<file path="config.mk">
export PLATFORM = sky130hd
export DESIGN_NAME = gs_cfg_pager
export DESIGN_NICKNAME = d
export VERILOG_FILES = /design/src/rtl/gs_cfg_pager.sv
export SDC_FILE = /design/constraint.sdc
export NUM_CORES = 1
export LEC_CHECK = 0
export CAP_MARGIN = 20
export CORE_MARGIN = 8
export CORE_UTILIZATION = 48
export CTS_CLUSTER_DIAMETER = 200
export DETAILED_ROUTE_END_ITERATION = 12
export HOLD_SLACK_MARGIN = 0.02
export PLACE_DENSITY = 0.84
export SLEW_MARGIN = 25
export SYNTH_ARGS = -nofsm -noshare
export SYNTH_HDL_FRONTEND = slang
export SYNTH_SLANG_ARGS = --single-unit
</file>
<file path="constraint.sdc">
create_clock -name clkin -period 2.26 [get_ports clkin]
set_input_delay 0.452 -clock clkin [delete_from_list [all_inputs] [get_ports clkin]]
set_output_delay 0.452 -clock clkin [all_outputs]
set_load 0.005 [all_outputs]
</file>
<file path="src/rtl/gs_cfg_pager.sv">
// gs_cfg_pager: ACEX1K configuration sequencer, warm-reset pulse generator and Z80 page-register memory map.
// Latency: FPGA status pins 2-cycle synchronised plus 1 FSM cycle; port writes act next cycle; io_rdata/memory map combinational.
// Backpressure: none; Z80 I/O strobes are single-cycle and always accepted.
//
// Ports:
//   clkin, coldres                      - clock, asynchronous active-high cold reset
//   io_wr, io_rd, io_addr, io_wdata     - Z80 I/O strobes (pre-synchronised), port select {a7,a6}, write data
//   io_rdata                            - read data (port 1 = memcfg, port 2 = config status)
//   a15, a14                            - Z80 upper address bits
//   status_n, conf_done, init_done      - FPGA config status pins (asynchronous)
//   config_n                            - FPGA nCONFIG
//   fpga_cs, disbl                      - FPGA chip select; FPGA owns memory when disbl=1
//   mema, romcs_n, ramcs_n              - paged memory address bits [14+PAGE_W:14] and chip selects
//   warmres_n, cfg_err                  - warm reset (active low); sticky configuration error
//
// Build option: define GS_CFG_TIMEOUT_EN to add the wait-state timeout counter (timeout -> ERROR).

module gs_cfg_pager #(
  parameter int PAGE_W      = 4,
  parameter int CFG_LOW_CYC = 64,
  parameter int TIMEOUT_W   = 20,
  parameter int RST_CYC     = 16
) (
  input  logic            clkin,
  input  logic            coldres,
  input  logic            io_wr,
  input  logic            io_rd,
  input  logic [1:0]      io_addr,
  input  logic [7:0]      io_wdata,
  output logic [7:0]      io_rdata,
  input  logic            a15,
  input  logic            a14,
  input  logic            status_n,
  input  logic            conf_done,
  input  logic            init_done,
  output logic            config_n,
  output logic            fpga_cs,
  output logic            disbl,
  output logic [PAGE_W:0] mema,
  output logic            romcs_n,
  output logic            ramcs_n,
  output logic            warmres_n,
  output logic            cfg_err
);

  typedef enum logic [2:0] {
    IDLE      = 3'd0,
    CFG_LOW   = 3'd1,
    WAIT_ST   = 3'd2,
    LOADING   = 3'd3,
    WAIT_INIT = 3'd4,
    DONE      = 3'd5,
    ERROR     = 3'd6
  } state_t;

  typedef struct packed {
    logic              ram_sel;
    logic [PAGE_W-1:0] page;
  } memcfg_t;

  localparam int LOW_W = $clog2(CFG_LOW_CYC);
  localparam int RST_W = (RST_CYC > 1) ? $clog2(RST_CYC) : 1;
  localparam logic [LOW_W-1:0] LOW_INIT = LOW_W'(CFG_LOW_CYC - 1);
  localparam logic [RST_W-1:0] RST_INIT = RST_W'(RST_CYC - 1);

  state_t           state, state_next;
  memcfg_t          memcfg;
  logic [LOW_W-1:0] low_cnt;
  logic [RST_W-1:0] rst_cnt;
  logic [2:0]       sync1, sync2;
  logic             status_n_s, conf_done_s, init_done_s;
  logic             was_cold_n;
  logic             wr_p1, wr_p2, cfg_start, tmo_hit, done_entry;
  logic             unused_wdata;

  assign unused_wdata = ^io_wdata;

  // Two-flop synchronisers for the asynchronous FPGA status pins.
  always_ff @(posedge clkin or posedge coldres) begin
    if (coldres) begin
      sync1 <= '0;
      sync2 <= '0;
    end else begin
      sync1 <= {status_n, conf_done, init_done};
      sync2 <= sync1;
    end
  end

  assign status_n_s  = sync2[2];
  assign conf_done_s = sync2[1];
  assign init_done_s = sync2[0];

  assign wr_p1 = io_wr && (io_addr == 2'd1);
  assign wr_p2 = io_wr && (io_addr == 2'd2);

`ifdef GS_CFG_TIMEOUT_EN
  // The increment that would land on all-ones is the timeout, so a waiting
  // state lasts at most 2^TIMEOUT_W-1 cycles. Any state change clears it.
  localparam logic [TIMEOUT_W-1:0] TMO_LAST = ~TIMEOUT_W'(1);
  logic [TIMEOUT_W-1:0] tmo_cnt;

  always_ff @(posedge clkin or posedge coldres) begin
    if (coldres) begin
      tmo_cnt <= '0;
    end else if (state_next != state) begin
      tmo_cnt <= '0;
    end else if (state == WAIT_ST || state == LOADING || state == WAIT_INIT) begin
      tmo_cnt <= tmo_cnt + TIMEOUT_W'(1);
    end
  end

  assign tmo_hit = (tmo_cnt == TMO_LAST);
`else
  assign tmo_hit = 1'b0;
`endif

  // FSM state register
  always_ff @(posedge clkin or posedge coldres) begin
    if (coldres) state <= CFG_LOW;
    else         state <= state_next;
  end

  // FSM next state and outputs
  always_comb begin
    state_next = state;
    config_n   = 1'b1;
    cfg_start  = 1'b0;
    case (state)
      IDLE: ;
      CFG_LOW: begin
        config_n = 1'b0;
        if (low_cnt == '0) state_next = WAIT_ST;
      end
      WAIT_ST: begin
        if (status_n_s)   state_next = LOADING;
        else if (tmo_hit) state_next = ERROR;
      end
      LOADING: begin
        if (!status_n_s)      state_next = ERROR;
        else if (conf_done_s) state_next = WAIT_INIT;
        else if (tmo_hit)     state_next = ERROR;
      end
      WAIT_INIT: begin
        if (!status_n_s)      state_next = ERROR;
        else if (init_done_s) state_next = DONE;
        else if (tmo_hit)     state_next = ERROR;
      end
      DONE:  ;
      ERROR: ;
      default: state_next = IDLE;
    endcase
    // A restart request is honoured only when no configuration is in flight.
    if (wr_p2 && !io_wdata[0] && (state == IDLE || state == DONE || state == ERROR)) begin
      cfg_start  = 1'b1;
      state_next = CFG_LOW;
    end
  end

  assign done_entry = (state_next == DONE) && (state != DONE);

  // nCONFIG low-time counter
  always_ff @(posedge clkin or posedge coldres) begin
    if (coldres) begin
      low_cnt <= LOW_INIT;
    end else if (cfg_start) begin
      low_cnt <= LOW_INIT;
    end else if (state == CFG_LOW && low_cnt != '0) begin
      low_cnt <= low_cnt - LOW_W'(1);
    end
  end

  // Control/status registers
  always_ff @(posedge clkin or posedge coldres) begin
    if (coldres) begin
      disbl      <= 1'b0;
      cfg_err    <= 1'b0;
      was_cold_n <= 1'b0;
      memcfg     <= '0;
    end else begin
      if (cfg_start) begin
        disbl   <= 1'b0;
        cfg_err <= 1'b0;
      end else begin
        if (state == DONE)       disbl   <= 1'b1;
        if (state_next == ERROR) cfg_err <= 1'b1;
      end
      if (wr_p2 && io_wdata[7]) was_cold_n <= 1'b1;
      if (wr_p1) begin
        memcfg.ram_sel <= io_wdata[7];
        memcfg.page    <= io_wdata[PAGE_W-1:0];
      end
    end
  end

  // Warm reset: low while counting down, plus the cycle at zero -> RST_CYC low cycles.
  always_ff @(posedge clkin or posedge coldres) begin
    if (coldres) begin
      rst_cnt   <= RST_INIT;
      warmres_n <= 1'b0;
    end else if (done_entry) begin
      rst_cnt   <= RST_INIT;
      warmres_n <= 1'b0;
    end else if (rst_cnt != '0) begin
      rst_cnt   <= rst_cnt - RST_W'(1);
    end else begin
      warmres_n <= 1'b1;
    end
  end

  // Memory map; board drivers are tristated when the FPGA owns memory.
  always_comb begin
    mema    = '0;
    romcs_n = 1'b1;
    ramcs_n = 1'b1;
    if (!disbl) begin
      if (!a15) begin
        if (a14) ramcs_n = 1'b0;
        else     romcs_n = 1'b0;
      end else begin
        mema = {memcfg.page, a14};
        if (memcfg.ram_sel) ramcs_n = 1'b0;
        else                romcs_n = 1'b0;
      end
    end
  end

  assign fpga_cs = (io_addr == 2'd3);

  always_comb begin
    io_rdata = '0;
    if (io_rd) begin
      case (io_addr)
        2'd1:    io_rdata = {memcfg.ram_sel, 7'(memcfg.page)};
        2'd2:    io_rdata = {status_n_s, conf_done_s, init_done_s, was_cold_n, cfg_err, state};
        default: io_rdata = '0;
      endcase
    end
  end

endmodule

</file>
---- Word level (Yosys, flattened, before mapping) ----
Index checks and enable logic that the tools add are counted.
W data, S select, Z words.
storage, ports and cells
  flip-flop bits (word level) ............. 28
  latch bits .............................. 0
  memory bits (writable) .................. 0
  ROM bits ................................ 0
  input port bits ......................... 19
  output and inout port bits .............. 20
  logic and storage cells ................. 77
  memories ................................ 0
operators by class
  add/subtract/negate cells ............... 2
  multipliers ............................. 0
  div/mod/pow operators ................... 0
  $lt $le $gt $ge ......................... 0
  eq/ne operators ......................... 13
  shift-type cells ........................ 0
  mux-type cells .......................... 32
  bitwise logic cells ..................... 0
  reductions and logical operators ........ 19
operator list
  kind                   count
  $mux W3                7
  $mux W1                16
  $pmux W8 S2            1
  $eq A3 B3 Y1 const B   5
  $pmux W3 S5            1
  $mux W6                2
  $mux W5                2
  $mux W4                2
  $mux W8                1
  $reduce_bool A2 Y1     4
  $logic_and A1 B1 Y1    7
  $eq A3 B2 Y1 const B   2
  $logic_not A6 Y1       1
  $reduce_bool A6 Y1     1
  $sub A6 B1 Y6 const B  1
  $eq A2 B2 Y1 const B   2
  $reduce_bool A4 Y1     1
  $sub A4 B1 Y4 const B  1
  $eq A3 B1 Y1 const B   1
  $logic_not A3 Y1       1
  $ne A3 B3 Y1 const B   1
  $reduce_or A3 Y1       1
  $eq A2 B1 Y1 const B   1
  $logic_or A1 B1 Y1     2
  other kinds (2)        2

---- Longest topological paths before layout ----
  depth after elaboration ................. 8
  depth in mapped cells ................... 7
  depth with buffers taken out ............ 6

---- Worst setup path before layout ----
No wires, ideal clock.
  kind .................................... flip-flop to flip-flop
  from .................................... register low_cnt[0]
  to ...................................... register state[0]
  setup time .............................. 0.094 ns
  data arrival time ....................... 1.502 ns
  data required time ...................... 2.166 ns
  slack ................................... 0.664 ns
  cell stages (with the launch flop) ...... 7
  buffers on the path ..................... 0
  clock period less this slack ............ 1.596 ns
  path through ............................ dfstp_2 inv_1 ha_1 or2b_2 o21ai_1 a21oi_1 or4_1
between the ends
  cells in the longest elaborated chain, start to end .. 4
RTL lines
  what                    line  text
  start, declared         68    logic [LOW_W-1:0] low_cnt;
  start signal, assigned  168   low_cnt <= low_cnt - LOW_W'(1);
  $logic_not A6 Y1        132   if (low_cnt == '0) state_next = WAIT_ST;
  $mux W3                 132
  $pmux W3 S5             128   case (state)
  $mux W3                 153   if (wr_p2 && !io_wdata[0] && (state == IDLE || state == DONE || state == ERROR)) begin
  net state_next[0]       66    state_t state, state_next;
  end signal, assigned    120   else state <= state_next;
  end, declared           66
The timed path passes the listed nets, and every way through them passes these cells.
A chain may end at the register's enable or synchronous reset.

---- Worst setup path after layout ----
  from .................................... register state[0]
  to ...................................... output port config_n
between the ends
  cells in the longest elaborated chain, start to end .. 2
RTL lines
  what           line  text
  $eq A3 B1 Y1   128
  $mux W1        128
  end, declared  36    output logic config_n,
Every way passes these cells.

==> metrics.txt <==
Mapped Area 0.00152 sq mm; Fillers 243; sequential area share after synthesis 47.2%; CTS Buf Count 3; die height 72.2 um; DR iter-0 viols 73; Hold Slack 0.374 ns; worst path buffer plus inverter count 2; pre-CTS WS -0.317 ns; Crit Path Max Fanout 5; non-filler cells, final 233; first-pass GRT wire length 6.23 mm; IO Pins 39; Area contributors post-synth dfrtp_1, dfstp_2, mux2_2, ha_1, a22oi_1; Antenna Cells 0; worst setup margin 0.0700 ns; placed cells 226; antenna violations before repair 0; syn nets 172; drt drc 0; Vias 1278; CTS Sinks 28; vias per cell 5.48; PD cells 1080 mW/mm^2; Tcrit/Tclk final 96.9%; Final setup viols 0; WL per Instance 16.4 um; final instance area 0.00202 sq mm; Synth cell types 45; worst-margin pin slew 0.545 ns; Post-synth top cells dfrtp_1, dfstp_2, inv_1, nor2_1, nand2_1; Nets 214; post-route ant nets 0; core area 0.00303 sq mm; Die W 72.2 um; CTS root buf clkbuf_4; Port Buffer Count 35; maximum root-to-sink buffer count 2; Crit. End Element primary output; critical path's slowest cell dfstp_2; all-layer global routing usage 14.9%; CP Launch Type flip-flop; Hold Path Class flip-flop to flip-flop; grt total ovfl 0; Reg clk slew, reported paths 0.16 ns; clock latency at the later pin of the worst-skew pair 0.33 ns; Slew Limit Fails 0; top_reg_cell synth dfrtp_1; FFs w/ async S/R, synth 100%; Synth Area per Inst 10.2 sq um; Starting Density 50.0%; die area 0.00521 sq mm; dpl hpwl 2.76 mm; cell row count 20; outcome finished, final reports clean; Pleak 0.870 nW; clock skew 0.00418 ns; CTS tree yes; Yosys top cell by area dfrtp_1; Slew Limit Headroom 63.4%; minimum clock period 2.19 ns; Synthesis Warnings 0; Post-Route WL 3.82 mm; max cap viols 0; arrival time worst endpoint 1.74 ns; critical path type flip-flop to primary output; top-area cell type share of the netlist area 28.1%; unrepaired setup endpoints after global routing no; first-pass iteration count of the detailed router 4; Hold Vio Cnt, Final 0; Worst VDD drop 592 uV; fmax 0.457 GHz; Post-CTS Hold Fix Bufs 0; CP required 1.81 ns; Cells after Synth 148; vias in the first global route 1352; gpl congestion 0.813; Syn-to-layout area delta 33.2%; largest net degree at the start of global routing 29; layout cells sized above 1 22.2%; Post-synth EDFFs 0; number of synthesized register bits 28; CTS H-tree depth 1; setup_tns 0 ns; dominant cell by count in the synthesized netlist dfrtp_1; CP peak stage delay 0.58 ns; crit-path cells nor3b_4 > inv_1 > clkdlybuf4s50_1; Largest delay share family, worst path flip-flops; DP Area 0.00192 sq mm
-- area by class of cell --
type / instances / area, sq um / share of cell area [%]
inverter: 11 / 41.3 / 2.05
multi-input combinational: 105 / 767 / 38.0
clock inverter: 1 / 30.0 / 1.49
tap: 44 / 55.1 / 2.73
timing repair buffer: 41 / 385 / 19.1
sequential: 28 / 717 / 35.5
clock buffer: 3 / 22.5 / 1.12
-- placed cells by master (no fill, tap or decap), types with 3 or more instances in the layout --
master / netlist / final
nor2b_1: 4 / 3
and3_1: 3 / 3
nand3_1: 4 / 4
buf_4: 1 / 6
dfrtp_1: 17 / 15
clkdlybuf4s50_1: 0 / 24
and2_1: 6 / 6
inv_1: 11 / 10
ha_1: 5 / 3
dfstp_2: 11 / 11
nand2_1: 9 / 9
nor2_1: 10 / 10
a21oi_1: 3 / 3
mux2_2: 6 / 6
dlygate4sd2_1: 0 / 10
clkbuf_4: 0 / 3
o21ai_0: 8 / 8
xnor2_1: 3 / 3
o211ai_1: 3 / 3
nor3_1: 4 / 4
a22oi_1: 6 / 5
-- where the power goes --
group / total [W] / switching (W) / internal [W]
Combinational: 0.000943 / 0.000456 / 0.000487
Clock: 0.000333 / 0.000153 / 0.000179
Sequential: 0.000911 / 0.000172 / 0.000739
Total: 0.00219 / 0.000782 / 0.00141
-- per-layer routing --
layer | global-route usage (%) | share of wire [%] | wire, um
met5 | 0 | 0 | 0
met4 | 7.03 | 1.6 | 63
met3 | 3.44 | 4.4 | 169
met2 | 26.8 | 54 | 2070
met1 | 16.1 | 40 | 1520
-- cell families after synthesis --
logic type	after synthesis	share of synthesized area, %
AOI/OAI and AO/OA	33	15.0
xor gates and xnor gates	4	2.31
adders and majority gates	6	4.79
buffers and inverters	15	4.54
DFF	28	47.2
muxes	8	5.78
and+or+nand+nor	54	20.4
-- sequential cells by signal, indices dropped and copies added, names as in the netlist --
signal      cells
memcfg          5
sync2           3
warmres_n       1
disbl           1
rst_cnt         4
sync1           3
state           3
was_cold_n      1
cfg_err         1
low_cnt         6
-- worst register-to-register path, delay by kind of cell (launching register included) --
family / cells / cell delay, ns
buffers and inverters: 1 / 0.10
flip-flops: 1 / 0.40
AND/OR/NAND/NOR: 1 / 0.35
AO/OA/AOI/OAI: 3 / 0.62
adder cells (fa/ha/maj): 1 / 0.23
-- repair_timing --
action                                  in CTS  in global routing
setup buffers                                3                  0
gates resized for setup                     18                  3
endpoints found under the setup margin      15                  2
-- final timing paths --
path / slack, ns / cells after the start / endpoint / start
min in group asynchronous: 0.45 / 3 / warmres_n$_DFFE_PP0P_ / coldres
worst min register to register: 0.37 / 0 / sync2[1]$_DFF_PP0_ / sync1[1]$_DFF_PP0_
max in group asynchronous: 1.50 / 3 / state[0]$_DFF_PP1_ / coldres
worst max-delay path: 0.07 / 3 / config_n / state[0]$_DFF_PP1_
worst min-delay path: 0.37 / 0 / sync2[1]$_DFF_PP0_ / sync1[1]$_DFF_PP0_
worst max register to register: 0.48 / 6 / rst_cnt[2]$_DFFE_PP1P_ / low_cnt[0]$_DFFE_PP1P_
-- through the flow --
stage,total power (W),util (%)
floorplan,0.00151,-
global placement,0.00175,63.3
detailed placement,0.00183,63.3
CTS,0.00218,66.5
global route,0.00235,66.7
finish,0.00219,66.7
(Power assumes the default switching activity.)
